[src/rtl/fetch_unit_if.sv]
// Instruction-memory request/response bus between the fetch unit and imem.
// One request is outstanding at a time: ImemReq/ImemAddr are held until
// ImemAck pulses for one cycle with ImemRData valid.
interface fetch_unit_if;
  logic        ImemReq;
  logic [31:0] ImemAddr;
  logic        ImemAck;
  logic [31:0] ImemRData;

  modport master (
    output ImemReq,
    output ImemAddr,
    input  ImemAck,
    input  ImemRData
  );

  modport slave (
    input  ImemReq,
    input  ImemAddr,
    output ImemAck,
    output ImemRData
  );
endinterface

[src/rtl/fetch_unit.sv]
// Instruction-fetch front end. Owns the PC, issues one imem request at a time,
// presents fetched words to the fetch/decode register and parks a response in
// a one-entry skid buffer when that register is stalled. Redirects flush the
// output and skid; a request already in flight on the wrong path is drained
// (KILL) before fetching resumes at the saved target.
module fetch_unit #(
  parameter logic [31:0] RESET_PC  = 32'h0000_0000,
  parameter logic [31:0] NOP_INSTR = 32'h0000_0000
) (
  input  logic         CLK,
  input  logic         Reset_n,
  input  logic         StallF,
  input  logic         RedirectF,
  input  logic [31:0]  RedirectPC,
  fetch_unit_if.master imem,
  output logic [31:0]  InstrF,
  output logic [31:0]  PCF,
  output logic         ValidF
);

  typedef enum logic [1:0] {
    IDLE = 2'd0,
    WAIT = 2'd1,
    FULL = 2'd2,
    KILL = 2'd3
  } state_t;

  state_t      state_q, state_d;

  // Fetch address; in KILL this still holds the abandoned request's address.
  logic [31:0] pc_q, pc_d;
  // Redirect target parked while a wrong-path request drains.
  logic [31:0] tgt_q, tgt_d;

  // Fetch/decode-facing output registers.
  logic [31:0] instr_q, instr_d;
  logic [31:0] pcf_q, pcf_d;
  logic        valid_q, valid_d;

  // Skid entry; it is occupied exactly when the FSM is in FULL.
  logic [31:0] skid_instr_q, skid_instr_d;
  logic [31:0] skid_pc_q, skid_pc_d;

  logic        consume;
  logic        out_free;
  logic        redirect;
  logic        ack;
  logic [31:0] redirect_pc;

  // Redirect targets are word addresses; the low two bits are discarded.
  function automatic logic [31:0] word_align(input logic [31:0] addr);
    return {addr[31:2], 2'b00};
  endfunction

  // Sequential fetch address, wrapping modulo 2^32.
  function automatic logic [31:0] next_word(input logic [31:0] addr);
    return addr + 32'd4;
  endfunction

  assign consume     = valid_q & ~StallF;
  assign out_free    = ~valid_q | consume;
  // IDLE lasts one cycle after reset and neither redirects nor acks apply there.
  assign redirect    = RedirectF & (state_q != IDLE);
  assign ack         = imem.ImemAck & ((state_q == WAIT) | (state_q == KILL));
  assign redirect_pc = word_align(RedirectPC);

  assign imem.ImemReq  = (state_q == WAIT) | (state_q == KILL);
  assign imem.ImemAddr = pc_q;

  assign InstrF = instr_q;
  assign PCF    = pcf_q;
  assign ValidF = valid_q;

  // State register plus PC and output registers, cleared asynchronously.
  always_ff @(posedge CLK or negedge Reset_n) begin
    if (!Reset_n) begin
      state_q <= IDLE;
      pc_q    <= RESET_PC;
      instr_q <= NOP_INSTR;
      pcf_q   <= 32'h0000_0000;
      valid_q <= 1'b0;
    end else begin
      state_q <= state_d;
      pc_q    <= pc_d;
      instr_q <= instr_d;
      pcf_q   <= pcf_d;
      valid_q <= valid_d;
    end
  end

  // Skid data and saved redirect target; their validity is carried by the state.
  always_ff @(posedge CLK) begin
    tgt_q        <= tgt_d;
    skid_instr_q <= skid_instr_d;
    skid_pc_q    <= skid_pc_d;
  end

  // Next-state and register-update decisions; redirect outranks stall and ack.
  always_comb begin
    state_d      = state_q;
    pc_d         = pc_q;
    tgt_d        = tgt_q;
    instr_d      = instr_q;
    pcf_d        = pcf_q;
    valid_d      = valid_q;
    skid_instr_d = skid_instr_q;
    skid_pc_d    = skid_pc_q;

    case (state_q)
      IDLE: begin
        state_d = WAIT;
      end

      WAIT: begin
        if (redirect) begin
          valid_d = 1'b0;
          instr_d = NOP_INSTR;
          if (ack) begin
            // Response lands this cycle and is simply dropped.
            pc_d    = redirect_pc;
            state_d = WAIT;
          end else begin
            // Keep the old address on the bus until its ack drains.
            tgt_d   = redirect_pc;
            state_d = KILL;
          end
        end else if (ack) begin
          pc_d = next_word(pc_q);
          if (out_free) begin
            instr_d = imem.ImemRData;
            pcf_d   = pc_q;
            valid_d = 1'b1;
          end else begin
            skid_instr_d = imem.ImemRData;
            skid_pc_d    = pc_q;
            state_d      = FULL;
          end
        end else if (consume) begin
          valid_d = 1'b0;
          instr_d = NOP_INSTR;
        end
      end

      FULL: begin
        if (redirect) begin
          valid_d = 1'b0;
          instr_d = NOP_INSTR;
          pc_d    = redirect_pc;
          state_d = WAIT;
        end else if (!StallF) begin
          // Output is consumed this cycle; refill it from the skid entry.
          instr_d = skid_instr_q;
          pcf_d   = skid_pc_q;
          valid_d = 1'b1;
          state_d = WAIT;
        end
      end

      KILL: begin
        if (redirect) begin
          valid_d = 1'b0;
          instr_d = NOP_INSTR;
          tgt_d   = redirect_pc;
          if (ack) begin
            pc_d    = redirect_pc;
            state_d = WAIT;
          end
        end else if (ack) begin
          pc_d    = tgt_q;
          state_d = WAIT;
        end
      end

      default: begin
        state_d = IDLE;
      end
    endcase
  end

endmodule

[src/flat_wrapper.sv]
// flat-port wrapper written by rule: the top's interface ports become plain ports
module fetch_unit_flat 
#(
  parameter logic [31:0] RESET_PC  = 32'h0000_0000,
  parameter logic [31:0] NOP_INSTR = 32'h0000_0000
)
  (CLK, Reset_n, StallF, RedirectF, RedirectPC, InstrF, PCF, ValidF, imem_ImemReq, imem_ImemAddr, imem_ImemAck, imem_ImemRData);
  fetch_unit_if imem_i ();
  input  logic CLK;
  input  logic Reset_n;
  input  logic StallF;
  input  logic RedirectF;
  input  logic [31:0] RedirectPC;
  output logic [31:0] InstrF;
  output logic [31:0] PCF;
  output logic ValidF;
  output wire logic [$bits(imem_i.ImemReq)-1:0] imem_ImemReq;
  output wire logic [$bits(imem_i.ImemAddr)-1:0] imem_ImemAddr;
  input wire logic [$bits(imem_i.ImemAck)-1:0] imem_ImemAck;
  input wire logic [$bits(imem_i.ImemRData)-1:0] imem_ImemRData;
  assign imem_ImemReq = imem_i.ImemReq;
  assign imem_ImemAddr = imem_i.ImemAddr;
  assign imem_i.ImemAck = imem_ImemAck;
  assign imem_i.ImemRData = imem_ImemRData;
  fetch_unit #(.RESET_PC(RESET_PC), .NOP_INSTR(NOP_INSTR)) u_core (.CLK(CLK), .Reset_n(Reset_n), .StallF(StallF), .RedirectF(RedirectF), .RedirectPC(RedirectPC), .imem(imem_i), .InstrF(InstrF), .PCF(PCF), .ValidF(ValidF));
endmodule
[config.mk]
export PLATFORM = sky130hd
export DESIGN_NAME = fetch_unit_flat
export DESIGN_NICKNAME = d
export VERILOG_FILES = /design/src/rtl/fetch_unit_if.sv /design/src/rtl/fetch_unit.sv /design/src/flat_wrapper.sv
export SDC_FILE = /design/constraint.sdc
export NUM_CORES = 1
export LEC_CHECK = 0
export BUFFER_PORTS_ARGS = -buffer_cell sky130_fd_sc_hd__buf_2
export CORE_UTILIZATION = 40
export CTS_BUF_LIST = sky130_fd_sc_hd__clkbuf_8 sky130_fd_sc_hd__clkbuf_16
export CTS_CLUSTER_DIAMETER = 30
export DETAILED_ROUTE_END_ITERATION = 6
export GPL_ROUTABILITY_DRIVEN = 1
export PLACE_DENSITY = 0.62
export SLEW_MARGIN = 40
export SYNTH_ARGS = -nofsm -noshare
export SYNTH_HDL_FRONTEND = slang
export SYNTH_SLANG_ARGS = --single-unit
[constraint.sdc]
create_clock -name CLK -period 6.3 [get_ports CLK]
set_input_delay 0 -clock CLK [delete_from_list [all_inputs] [get_ports CLK]]
set_output_delay 0 -clock CLK [all_outputs]
set_load 0.01 [all_outputs]
# Yosys cells after proc, flatten, opt, wreduce, memory -nomap -nowiden

Index checks and enable logic that the tools add are counted.

Add/sub/neg operators: 1
Equality and inequality tests: 19
Multiplexer cells: 40
Bitwise logic cells: 9
Reduce and logical (&&, ||, !) cells: 11

Operator list:

| cell                  | count |
|---|---|
| $mux 32               | 20 |
| $pmux 32 s3           | 2 |
| $pmux 32 s2           | 2 |
| $add 32x3->32 const B | 1 |
| $reduce_and 4->1      | 4 |
| $mux 2                | 7 |
| $ne 2x1->1 const B    | 6 |
| $ne 2x2->1 const B    | 4 |
| $pmux 2 s4            | 1 |
| $mux 1                | 7 |
| $ne 3x1->1 const B    | 2 |
| $reduce_and 6->1      | 1 |
| $reduce_bool 2->1     | 3 |
| $reduce_and 5->1      | 1 |
| $eq 2x2->1 const B    | 2 |
| $ne 4x1->1 const B    | 1 |
| $ne 4x2->1 const B    | 1 |
| $not 1->1             | 4 |
| $and 1x1->1           | 3 |
| $ne 3x2->1 const B    | 1 |
| $ne 3x3->1 const B    | 1 |
| $pmux 1 s3            | 1 |
| $reduce_bool 3->1     | 1 |
| $eq 2x1->1 const B    | 1 |
| 2 further kinds       | 3 |

Flip-flop bits (word level): 195
Word-level logic and storage cells: 88

# Depth between registers and ports, before layout

Depth in word-level cells: 7
Mapped depth: 8

# Worst setup path before layout

Ideal clock, no wire load.

Path kind: flip-flop to flip-flop
From: register u_core.state_q[0]
To: register u_core.skid_instr_q[0], enable pin
Setup time: 0.486 ns
Arrival time: 3.967 ns
Path slack: 1.847 ns
Cell stages (with the launch flop): 7
Cells stage by stage: dfrtp_1 -> buf_2 -> and2_1 -> clkbuf_1 -> clkbuf_8 -> nand3_1 -> nor2_1

Cells in the longest elaborated chain, start to end: 4
Elaborated cells between the ends (all ways): 8
Classes of those cells: eq/ne (2); bitwise (4); reduce/logical (2)

Ends and longest elaborated chain:

| element                                   | line                                | source |
|---|---|---|
| from (decl)                               | fetch_unit.sv:28                    | `state_t state_q, state_d;` |
| from (signal assigned)                    | fetch_unit.sv:83                    | `state_q <= state_d;` |
| $eq 2x1->1 (tied with other cells)        | fetch_unit.sv:64, fetch_unit.sv:109 |  |
| $or 1x1->1 or $and 1x1->1 (tied branches) | fetch_unit.sv:64, fetch_unit.sv:63  |  |
| $and 1x1->1 or $not 1->1 (tied branches)  | -                                   |  |
| $reduce_and 4->1 (no line) *              | -                                   |  |
| to (signal assigned)                      | fetch_unit.sv:94                    | `skid_instr_q <= skid_instr_d;` |
| to (decl)                                 | fetch_unit.sv:41                    | `logic [31:0] skid_instr_q, skid_instr_d;` |

Mark *: on every way between the ends. The rest lies on a longest branch, timed or not.
A chain may end at the register's enable or synchronous reset.

# Final worst setup path

From: register u_core.state_q[0]
To: register u_core.skid_pc_q[23], enable pin

Cells in the longest elaborated chain, start to end: 4
Elaborated cells between the ends (all ways): 8
Classes of those cells: eq/ne (2); bitwise (4); reduce/logical (2)

Ends and longest elaborated chain:

| element                                   | line                                | source |
|---|---|---|
| $eq 2x1->1 (tied with other cells)        | fetch_unit.sv:64, fetch_unit.sv:109 |  |
| $or 1x1->1 or $and 1x1->1 (tied branches) | fetch_unit.sv:64, fetch_unit.sv:63  |  |
| $and 1x1->1 or $not 1->1 (tied branches)  | -                                   |  |
| $reduce_and 4->1 (no line) *              | -                                   |  |
| to (signal assigned)                      | fetch_unit.sv:95                    | `skid_pc_q <= skid_pc_d;` |
| to (decl)                                 | fetch_unit.sv:42                    | `logic [31:0] skid_pc_q, skid_pc_d;` |

Marks and branches as above.

==> results.md <==
- The run finished, with violations left.
- The checks that failed: DRC.
- The analysis attributes to cell leakage a power of 0.004721 µW.
- The worst setup path is captured at a register.
- In this run, flip-flops and latches consume 47.4% of the power.
- The worst register-to-register path has a depth of 5.
- The remaining global-route overflow is 0.
- In this run the critical register-to-register path is launched from u_core.state_q[0].
- The biggest area contributor in the post-synthesis netlist is edfxtp_1.
- A synthesized cell averages 10.88 µm².
- The worst setup path is of the register to register kind.
- The per-cell via count in the routed design is 5.723.
- For this run, the leading register cell type out of synthesis is dfrtp_1.
- The wire-length estimate of the detail-placed layout is 16290 µm.
- The floorplan die height is 151.9 µm.
- At the worst endpoint, the arrival time is 3010 ps.
- The share of total power consumed by net switching is 33.15%.
- The floorplan step defined a die boundary enclosing 0.02309 mm².
- The power density of the placed cells is 304.3 mW/mm².
- The initial antenna violation count is 0.
- The setup TNS is 0 ps.
- The number of antenna diodes in the final layout is 0.
- The worst path in the final design needs a cycle of 2913 ps, including I/O delays and setup.
- The number of sinks driven by the clock tree is 193.
- The internal power contribution is 2297 µW.
- The remaining design rule violation count is 24.
- The CTS buffer count is 17.
- TritonCTS built the clock tree.
- The width of the die is 151.9 µm.
- The part of the power in combinational logic is 18.6%.
- The wire length on met1 is 11410 µm.
- Setup repair after global routing left no endpoint under its margin.
- In the layout the commonest cells are buf_2, dfrtp_1, edfxtp_1, nand2_1, o21ai_0.
- Along the worst path, the maximum fanout reaches 32.
- The root buffer cell is clkbuf_16.
- The final instance area is 0.01129 mm².
- The clock network latency to the later pin of the worst-skew pair is 450 ps.
- The share of the cycle needed by the critical path after routing is 46.25%.
- The effective utilization at floorplan is 40.96%.
- The number of different library cells used by synthesis comes to 75.
- Wires add up to 25680 µm.
- Across all register-to-register paths, the minimum setup slack is 3390 ps.
- In this run the tool buffered the top-level ports with 164 buffer cells.
- After detailed placement, the total cell area comes to 0.009987 mm².
- After detailed routing, the met2 layer carries 12390 µm of wire.
- The clock network accounts for 33.9% of the total power.
- In the final layout, the multi-input gates occupy 0.003367 mm².
- Entering global routing, the biggest net connects 74 pins.
- In this run, synthesis inferred 94 flip-flops with an integrated enable.
- Across the run, the number of max-cap violations was 0.
- In this run, post-CTS repair resized a total of 0 instances.
- For this design, the CTS-stage hold fixing added 64 buffers.
- The core region is 0.02196 mm².
- The hold violation count in the final report came to 0.
- STA classifies the critical path startpoint as a register.
- The max-slew violation count came to 0.
- The maximum ir drop on the vdd rail is 0.1643 mV.
- The wire length of the first global-routing pass is 40840 µm.
- In this run the power spent charging and discharging nets is 1139 µW.
- When the netlist entered floorplanning its net count stood at 897.
- The highest layer touched by signal routing is met4.
- Summed over all nets, wire length on met3 after detailed routing comes to 1476 µm.
- The post-CTS repair timing setup buffer count is 0.
- The via count of the first global-routing pass is 7233.
- The worst slew slack as a fraction of its limit is 43.53%.
- The clock tree synthesis step divided the H-tree into 4 levels.
- The clock slew at the register clock pins of the worst setup and hold paths is 90 ps.
- The reg-to-reg critical path endpoint is u_core.skid_pc_q[23].
- The number of synthesized register bits is 193.
- The cell count after synthesis came out at 827.
- The count of nets left with antenna violations once routing finished came out at 0.
- The first detailed-routing pass ran for 7 iterations.
- The path class of the tightest hold or removal check is input port to asynchronous set/reset pin.
- During I/O placement, the number of pins put on the boundary was 167.
- Summing every instance area after synthesis gives 0.008994 mm².
- The share of final-layout standard cells stronger than drive strength 1 is 23.60%.
- Summing all flip-flop and latch instances after layout gives 0.005300 mm².
- The final-report setup violation count is 0.
- Compared with the post-synthesis result, the final layout area differs by 25.57%.
- The number of warnings printed during yosys synthesis is 0.
- The count of vias placed by the detailed router is 7520.
- In the synthesized netlist the async set-or-reset flop fraction comes to 51.30%.
- The sequential fraction of the synthesis area is 58.93%.
- The clock arrives with 14.58 ps of skew.
- The number of fillers in the final layout is 2001.
- The top cell type by area accounts for 31.39% of the synthesized area.
- The number of placement rows is 54.
- Counting along the longest clock path gives a buffer depth of 2.
- After the first detailed-routing iteration, the DRC count stood at 676.
- The required time of the worst setup path is 6390 ps.
- The congestion estimate from routability-driven global placement came to 0.8690.
- The final net count is 1091.
- Dividing the detail-routed wire length by the instance count gives 19.54 µm.
- Leaving out fill and tap cells, the most frequent cell in the layout is buf_2.
- The global-route usage over all layers is 22.39%.
- The maximum achievable frequency is 343.2 MHz.
- By area the synthesized netlist is led by edfxtp_1, dfrtp_1, o21ai_0.
- At the pin with the least slew margin, the transition time is 845.0 ps.
-- flip-flops by register name, indices dropped and copies added, names as in the netlist --
register	count
u_core.InstrF	32
u_core.PCF	32
u_core.ValidF	1
u_core.imem.ImemAddr	32
u_core.skid_instr_q	32
u_core.skid_pc_q	32
u_core.state_q	2
u_core.tgt_q	30
-- worst max-delay path by stage --
stage,slack [ps],end,from
global placement,3070,u_core.skid_pc_q[30],imem_ImemAck
global route,3210,u_core.skid_pc_q[23],u_core.state_q[1]
detailed placement,3280,u_core.skid_pc_q[30],imem_ImemAck
CTS,3430,u_core.skid_pc_q[23],u_core.state_q[1]
floorplan,1850,u_core.skid_instr_q[0],u_core.state_q[0]
finish,3390,u_core.skid_pc_q[23],u_core.state_q[0]
-- synth_stat cells, types with 3 or more instances --
library cell and count:
nand2_1 90, a221oi_1 8, edfxtp_1 94, a22oi_1 34, a21oi_1 69, mux2_2 4, a21o_1 3, clkbuf_8 7
inv_1 12, nand2b_1 6, mux2i_1 28, and3_1 8, a31oi_1 19, nor4_1 9, a211oi_1 8, a32oi_1 4
nor3_1 10, o21ai_0 86, nand4_1 13, o22a_1 4, o211ai_1 3, nand3_1 17, clkbuf_1 51, o22ai_1 21
xnor2_1 3, nor2_1 43, buf_2 4, buf_1 3, nand3b_1 4, dfrtp_1 99, xor2_1 3, o21a_1 5
or2_2 4
-- critical path, stage by stage, from the launching register on --
cell,delay (ps)
dfrtp_1,340
and2_1,660
nand3_1,340
nor2_4,500
buf_8,270
buf_4,440
-- routing by layer --
layer	track usage, %	vias up
met5	0	-
met4	6.122	0
met3	3.565	29
met2	36.73	280
met1	30.87	3697
li1	-	3514
-- power groups by stage --
| stage | registers (µW) | clock network (µW) | logic, µW |
|---|---|---|---|
| floorplan | 1650 | 0 | 340 |
| finish | 1630 | 1170 | 641 |
| global route | 1650 | 1230 | 709 |
| global placement | 1650 | 0 | 596 |
| CTS | 1630 | 1180 | 639 |
| detailed placement | 1660 | 0 | 604 |
-- layout make-up --
cell class	count	share of cell area, %
flip-flops and latches	193	46.93
clock inverters	15	1.961
clock buffers	17	3.767
inverters	13	0.4321
repair buffers	242	13.99
multi-input cells	554	29.81
well taps	280	3.102
-- stage by stage --
stage          hold slack [ps]  util [%]  std cells  worst slack, ps  power, µW
5_1_grt                  154.8     51.43       1314             3206       3587
3_3_place_gp             54.62     45.40       1217             3067       2247
6_report                 95.01     51.43       1314             3387       3436
4_1_cts                  115.5     51.34       1314             3429       3445
2_1_floorplan           -295.6         -        827             1847       1985
3_5_place_dp             53.35     45.48       1218             3282       2259
-- cell families after synthesis --
group,Yosys count,synth area share (%)
buffers and inverters,80,4.340
AO/OA/AOI/OAI,292,20.24
AND/OR/NAND/NOR,223,12.15
flip-flops,193,58.93
multiplexers,32,3.617
XOR/XNOR,6,0.5844
adder cells (fa/ha/maj),1,0.1391
(Power assumes the default switching activity.)
